===== config.mk =====
export PLATFORM = sky130hd
export DESIGN_NAME = pc_fetch_unit
export DESIGN_NICKNAME = d
export VERILOG_FILES = /design/src/rtl/pc_fetch_unit.sv
export SDC_FILE = /design/constraint.sdc
export NUM_CORES = 1
export LEC_CHECK = 0
export ABC_AREA = 1
export ABC_CLOCK_PERIOD_IN_PS = 3230
export CELL_PAD_IN_SITES_DETAIL_PLACEMENT = 1
export CELL_PAD_IN_SITES_GLOBAL_PLACEMENT = 1
export CORE_UTILIZATION = 28
export DETAILED_ROUTE_END_ITERATION = 8
export PLACE_DENSITY = 0.81
export SLEW_MARGIN = 20
export SYNTH_ARGS = -nofsm -noshare
export SYNTH_HDL_FRONTEND = slang
export SYNTH_SLANG_ARGS = --single-unit

===== constraint.sdc =====
create_clock -name clk -period 3.23 [get_ports clk]
set_input_delay 0.646 -clock clk [delete_from_list [all_inputs] [get_ports clk]]
set_output_delay 0.646 -clock clk [all_outputs]
set_load 0.01 [all_outputs]

===== src/rtl/pc_fetch_unit.sv =====
// Program counter and instruction-fetch sequencer: fetches one instruction over a
// req/ready handshake, holds it for decode, and picks the next PC at commit.
module pc_fetch_unit #(
    parameter int              WIDTH    = 32,
    parameter logic [WIDTH-1:0] RESET_PC = 32'h0000_0000,
    parameter int              TIMEOUT  = 16
) (
    input  logic             clk,
    input  logic             rst,
    output logic             imem_req,
    output logic [WIDTH-1:0] imem_addr,
    input  logic             imem_ready,
    input  logic [31:0]      imem_rdata,
    output logic [31:0]      inst,
    output logic             inst_valid,
    input  logic             inst_ack,
    input  logic             branch,
    input  logic             jalr,
    input  logic             zero,
    input  logic [WIDTH-1:0] target,
    output logic [WIDTH-1:0] pc,
    output logic [WIDTH-1:0] pc_plus4,
    output logic [31:0]      instret,
    output logic             fault
);

    localparam int CW = (TIMEOUT > 2) ? $clog2(TIMEOUT) : 1;
    localparam logic [CW-1:0] CNT_LAST = CW'(TIMEOUT - 1);
    localparam logic [WIDTH-1:0] PC_STEP = WIDTH'(4);

    typedef enum logic [1:0] {
        S_REQ   = 2'd0,
        S_VALID = 2'd1,
        S_FAULT = 2'd2
    } state_t;

    state_t            state_q, state_d;
    logic              req_q, req_d;
    logic [WIDTH-1:0]  pc_q, pc_d;
    logic [31:0]       inst_q, inst_d;
    logic              valid_q, valid_d;
    logic [31:0]       instret_q, instret_d;
    logic              fault_q, fault_d;
    logic [CW-1:0]     cnt_q, cnt_d;

    logic              taken_s;
    logic [WIDTH-1:0]  nt_s;
    logic [WIDTH-1:0]  seq_pc_s;

    assign seq_pc_s = pc_q + PC_STEP;
    assign taken_s  = branch & zero;
    assign nt_s     = jalr ? {target[WIDTH-1:1], 1'b0} : target;

    // Next-state and next-output computation for the fetch FSM
    always_comb begin
        state_d   = state_q;
        req_d     = req_q;
        pc_d      = pc_q;
        inst_d    = inst_q;
        valid_d   = valid_q;
        instret_d = instret_q;
        fault_d   = fault_q;
        cnt_d     = cnt_q;
        case (state_q)
            S_REQ: begin
                // req is registered low out of reset, so the first REQ cycle only raises it
                if (!req_q) begin
                    req_d = 1'b1;
                end else if (imem_ready) begin
                    inst_d  = imem_rdata;
                    valid_d = 1'b1;
                    req_d   = 1'b0;
                    cnt_d   = {CW{1'b0}};
                    state_d = S_VALID;
                end else if (cnt_q == CNT_LAST) begin
                    req_d   = 1'b0;
                    fault_d = 1'b1;
                    state_d = S_FAULT;
                end else begin
                    cnt_d = cnt_q + CW'(1);
                end
            end
            S_VALID: begin
                if (inst_ack) begin
                    instret_d = instret_q + 32'd1;
                    valid_d   = 1'b0;
                    if (taken_s && nt_s[1]) begin
                        fault_d = 1'b1;
                        req_d   = 1'b0;
                        state_d = S_FAULT;
                    end else begin
                        pc_d    = taken_s ? nt_s : seq_pc_s;
                        req_d   = 1'b1;
                        state_d = S_REQ;
                    end
                end else begin
                    state_d = S_VALID;
                end
            end
            S_FAULT: begin
                req_d   = 1'b0;
                valid_d = 1'b0;
                fault_d = 1'b1;
            end
            default: begin
                req_d   = 1'b0;
                valid_d = 1'b0;
                fault_d = 1'b1;
                state_d = S_FAULT;
            end
        endcase
    end

    // State and output registers
    always_ff @(posedge clk or posedge rst) begin
        if (rst) begin
            state_q   <= S_REQ;
            req_q     <= 1'b0;
            pc_q      <= RESET_PC;
            inst_q    <= 32'd0;
            valid_q   <= 1'b0;
            instret_q <= 32'd0;
            fault_q   <= 1'b0;
            cnt_q     <= {CW{1'b0}};
        end else begin
            state_q   <= state_d;
            req_q     <= req_d;
            pc_q      <= pc_d;
            inst_q    <= inst_d;
            valid_q   <= valid_d;
            instret_q <= instret_d;
            fault_q   <= fault_d;
            cnt_q     <= cnt_d;
        end
    end

    assign imem_req   = req_q;
    assign imem_addr  = pc_q;
    assign pc         = pc_q;
    assign pc_plus4   = seq_pc_s;
    assign inst       = inst_q;
    assign inst_valid = valid_q;
    assign instret    = instret_q;
    assign fault      = fault_q;

endmodule


Yosys cells after proc, flatten, opt, wreduce, memory -nomap -nowiden
Index checks and enable logic that the tools add are counted.

cells by class
  bitwise gates (word level) = 3
  equality and inequality tests = 11
  add/subtract/negate cells = 3
  mux-type cells = 26
  reductions and logical operators = 9

operators by type and width
  operator                                                               count
  32-bit by 1-bit adder with 32-bit output, second input constant        1
  32-bit by 3-bit adder with 32-bit output, second input constant        1
  32-bit two-way mux                                                     1
  3-bit AND reduction                                                    5
  1-bit two-way mux                                                      14
  2-bit != test, second input constant                                   7
  2-bit two-way mux                                                      5
  4-bit two-way mux                                                      2
  1-bit one-hot mux with 2 select lines                                  3
  2-bit one-hot mux with 3 select lines                                  1
  5-bit AND reduction                                                    1
  4-bit by 1-bit adder with 4-bit output, second input constant          1
  4-bit equality test, second input constant                             1
  3-bit != test, second input constant                                   1
  2-bit by 1-bit equality test with 1-bit output, second input constant  1
  2-bit equality test, second input constant                             1
  2-bit logical NOT                                                      1
  1-bit inverter                                                         2
  2-bit AND reduction                                                    1
  1-bit bitwise AND                                                      1
  1-bit logical AND                                                      1

word-level totals
  word-level logic and storage cells = 60
  flip-flop bits (word level) = 105

Longest topological paths before layout
  depth after elaboration = 5
  depth in mapped cells = 10

Worst setup path after synthesis
No wires, ideal clock.

  path kind = register -> output
  from = register pc_q[3] (netlist: imem_addr[3])
  to = output port pc_plus4[18]
  arrival time = 1.388 ns
  cell stages (with the launch flop) = 7
  data required time = 2.584 ns
  path buffers = 0
  setup slack = 1.196 ns
  path through = dfrtp_1 ha_1 nand2_1 nor2_4 nand2_2 nor2_4 xor2_1

between the ends
  longest elaborated chain between the ends = 1

RTL lines
  what                                      RTL line  source
  start, declared                           39        logic [WIDTH-1:0] pc_q, pc_d;
  start signal, assigned                    128       pc_q <= pc_d;
  32-bit by 3-bit adder with 32-bit output  50        assign seq_pc_s = pc_q + PC_STEP;
  end, declared                             22        output logic [WIDTH-1:0] pc_plus4,

Every way passes these cells.

Worst setup path after layout
  from = register pc_q[3] (netlist: imem_addr[3])
  to = output port pc_plus4[14]

Same word-level chain as after synthesis.

==> flow_summary.ini <==
[cells_and_area]
multi_input_area_um2 = 2730
area_growth_pct = 45.2
final_util_pct = 41.4
regArea_um2 = 2630
stdcell_count = 1324
fillCellCount = 2609
final_nets = 1118
diodes = 0
drive_gt1_share_pct = 4.39

[grt]
antenna_found_initial = 0
grtUsageTotal_pct = 19.0
grt_overflow_total = 0
grt_start_max_net_pins = 106
grt-busiest-layer = met2
grt_pass1_wl_um = 32700
use_met1_pct = 22.2
grt_pass1_vias = 6266
use_met2_pct = 34.6
grtUsageMet3_pct = 4.45

[clocking]
clkTransAtPathRegs_ps = 90
holdBufCountCts = 0
clock-sinks = 105
htreeDepth = 3
tritoncts = done
clk_path_buf_depth = 2
root_buffer = clkbuf_16
clk_latency_ps = 360
cts_setup_buffers = 0
cts_buffers = 9

[setup_path]
startpoint_type = flop
cpLargestDelayFamily = simple AND/OR/NAND/NOR gates
critPathMaxFanout = 6
cp-end-kind = output pin
required_ps = 2580
slowest_stage = clkdlybuf4s50_1
crit_chain = ha_1, nand2_1, nor2_4, nand2_2, nor2_2, xor2_1, clkdlybuf4s50_1
cp.arrival_ps = 2430
critPathBufInv = 1
critPathMaxStageDelay_ps = 570
crit_type = flop to output pin

[route]
drt_first_pass_iters = 4
ant_nets = 0
wl_per_cell_um = 15.5
avgViaCountPerCell = 4.57
vias = 6047
drt_iter0_drc = 233
routed_wl_um = 20500
drc_errors = 0

[sta]
fmax_ghz = 0.325
worstMarginPinSlew_ps = 901
rsz0062_at_grt = false
fin_crit_sh_pct = 95.2
worst_slack_ps = 154
finalHoldViolCount = 0
fin_setup_tns_ps = 0
slew_viol_final = 0
finClkSkew_ps = 10.3
finalSetupViolCount = 0
relSlewSlack_pct = 39.6
layout_min_cycle_time_ps = 3080

[yosys]
netlist_top_cells_count = nand2_1 (382), dfrtp_1 (105), inv_1 (85)
synth_top_area_cell = dfrtp_1
synth_edf_count = 0
synth_area_leaders = dfrtp_1 (44%), nand2_1 (24%), inv_1 (5.3%)
synthArstFlopShare_pct = 100
syn_avg_cell_area_um2 = 7.11
synth_warnings = 0
ys_seq_area_share_pct = 43.8
ys_seq_elements = 105
ys_types = 32
syn-instance-count = 844
synthFlopType = dfrtp_1
netlist.area_leader.share_pct = 43.8
syn_nets = 918
synth_area_um2 = 6000
yosysMostFrequentCell = nand2_1

[floorplan]
fp.dieW_um = 148
start_util_pct = 28.5
die_y_um = 148
row_count = 53
num_io_pins = 234
die_area_um2 = 22000
coreArea_um2 = 21000

[placement]
portBuffers = 233
routabilityCongestion = 0.799
dpl.cell_count = 1308
place_ws_ps = 373
dpl.hpwl_um = 15500

[flow_run]
max_cap_violations = 0

[pwr]
ir_worst_vdd_uv = 246
p_leak_nw = 4.05
power_density_nw_per_um2 = 330

[status]
outcome = finished clean

[worst_hold_path]
hold_path_class = flop to flop
[sequential cells by signal (all words and copies together), names as in the netlist]
register    count
instret        32
state_q         2
inst_valid      1
imem_req        1
inst           32
imem_addr      32
fault           1
cnt_q           4
[placed cells by master (no fill, tap or decap), types with 7 or more instances in the layout]
cell type        instances
xor2_1                  18
nor2_1                  74
dfrtp_1                102
nand4_1                  7
nor2_4                   7
xnor2_1                 16
nand2_1                382
nand3_1                 42
o21ai_0                 19
clkdlybuf4s50_1        233
inv_1                   84
clkbuf_16                9
[kinds of logic after synthesis]
group | after synthesis | share of synthesized area [%]
AO/OA/AOI/OAI | 32 | 2.90
XOR/XNOR | 34 | 4.96
adder cells (fa/ha/maj) | 3 | 0.626
buffers and inverters | 135 | 10.9
flip-flops | 105 | 43.8
AND/OR/NAND/NOR | 535 | 36.8
[tightest hold or removal path, stage by stage, from the launching register on]
cell and delay (ps):
dfrtp_1 350, nand2_1 50, nand2_1 60
[final cells by class]
type,count,share of cell area (%)
sequential,105,30.2
inverter,87,3.79
clock inverter,7,0.948
tap,275,3.95
multi-input combinational,604,31.3
clock buffer,9,2.58
timing repair buffer,237,27.3
[through the flow]
stage | power [mW] | cell area (um^2) | hold WS, ps
final | 2.88 | 8710 | 484
after global routing | 3.00 | 8710 | 506
after CTS | 2.93 | 8700 | 489
after detailed placement | 1.75 | 8390 | 461
after global placement | 1.74 | 8390 | 456
after floorplan | 1.52 | 6000 | 503
[routing by layer]
metal	share of wire, %	vias up	wire (um)
met5	0	-	0
met4	1.4	0	280
met2	51	164	10400
met3	5.6	19	1150
met1	42	2928	8630
li1	-	2936	-
[final timing paths]
check	from	to	slack, ps	depth (start not counted)
min in group asynchronous	rst	imem_addr[1]	760	3
max reg2reg	state_q[1]	imem_addr[25]	1090	7
min	inst[28]	inst[28]	480	2
max in group asynchronous	rst	imem_addr[3]	1850	3
min reg2reg	inst[28]	inst[28]	480	2
max	imem_addr[3]	pc_plus4[14]	150	7
[what timing repair did]
item,CTS,global route
endpoints found under the setup margin,0,6
gates resized for setup,0,5
hold endpoints to repair,0,0
[power by group]
group / total [mW] / switching [mW] / internal [mW]
logic: 0.342 / 0.144 / 0.198
clock network: 1.16 / 0.604 / 0.558
registers: 1.37 / 0.0396 / 1.33
No activity file was read; power rests on OpenSTA's default activity.
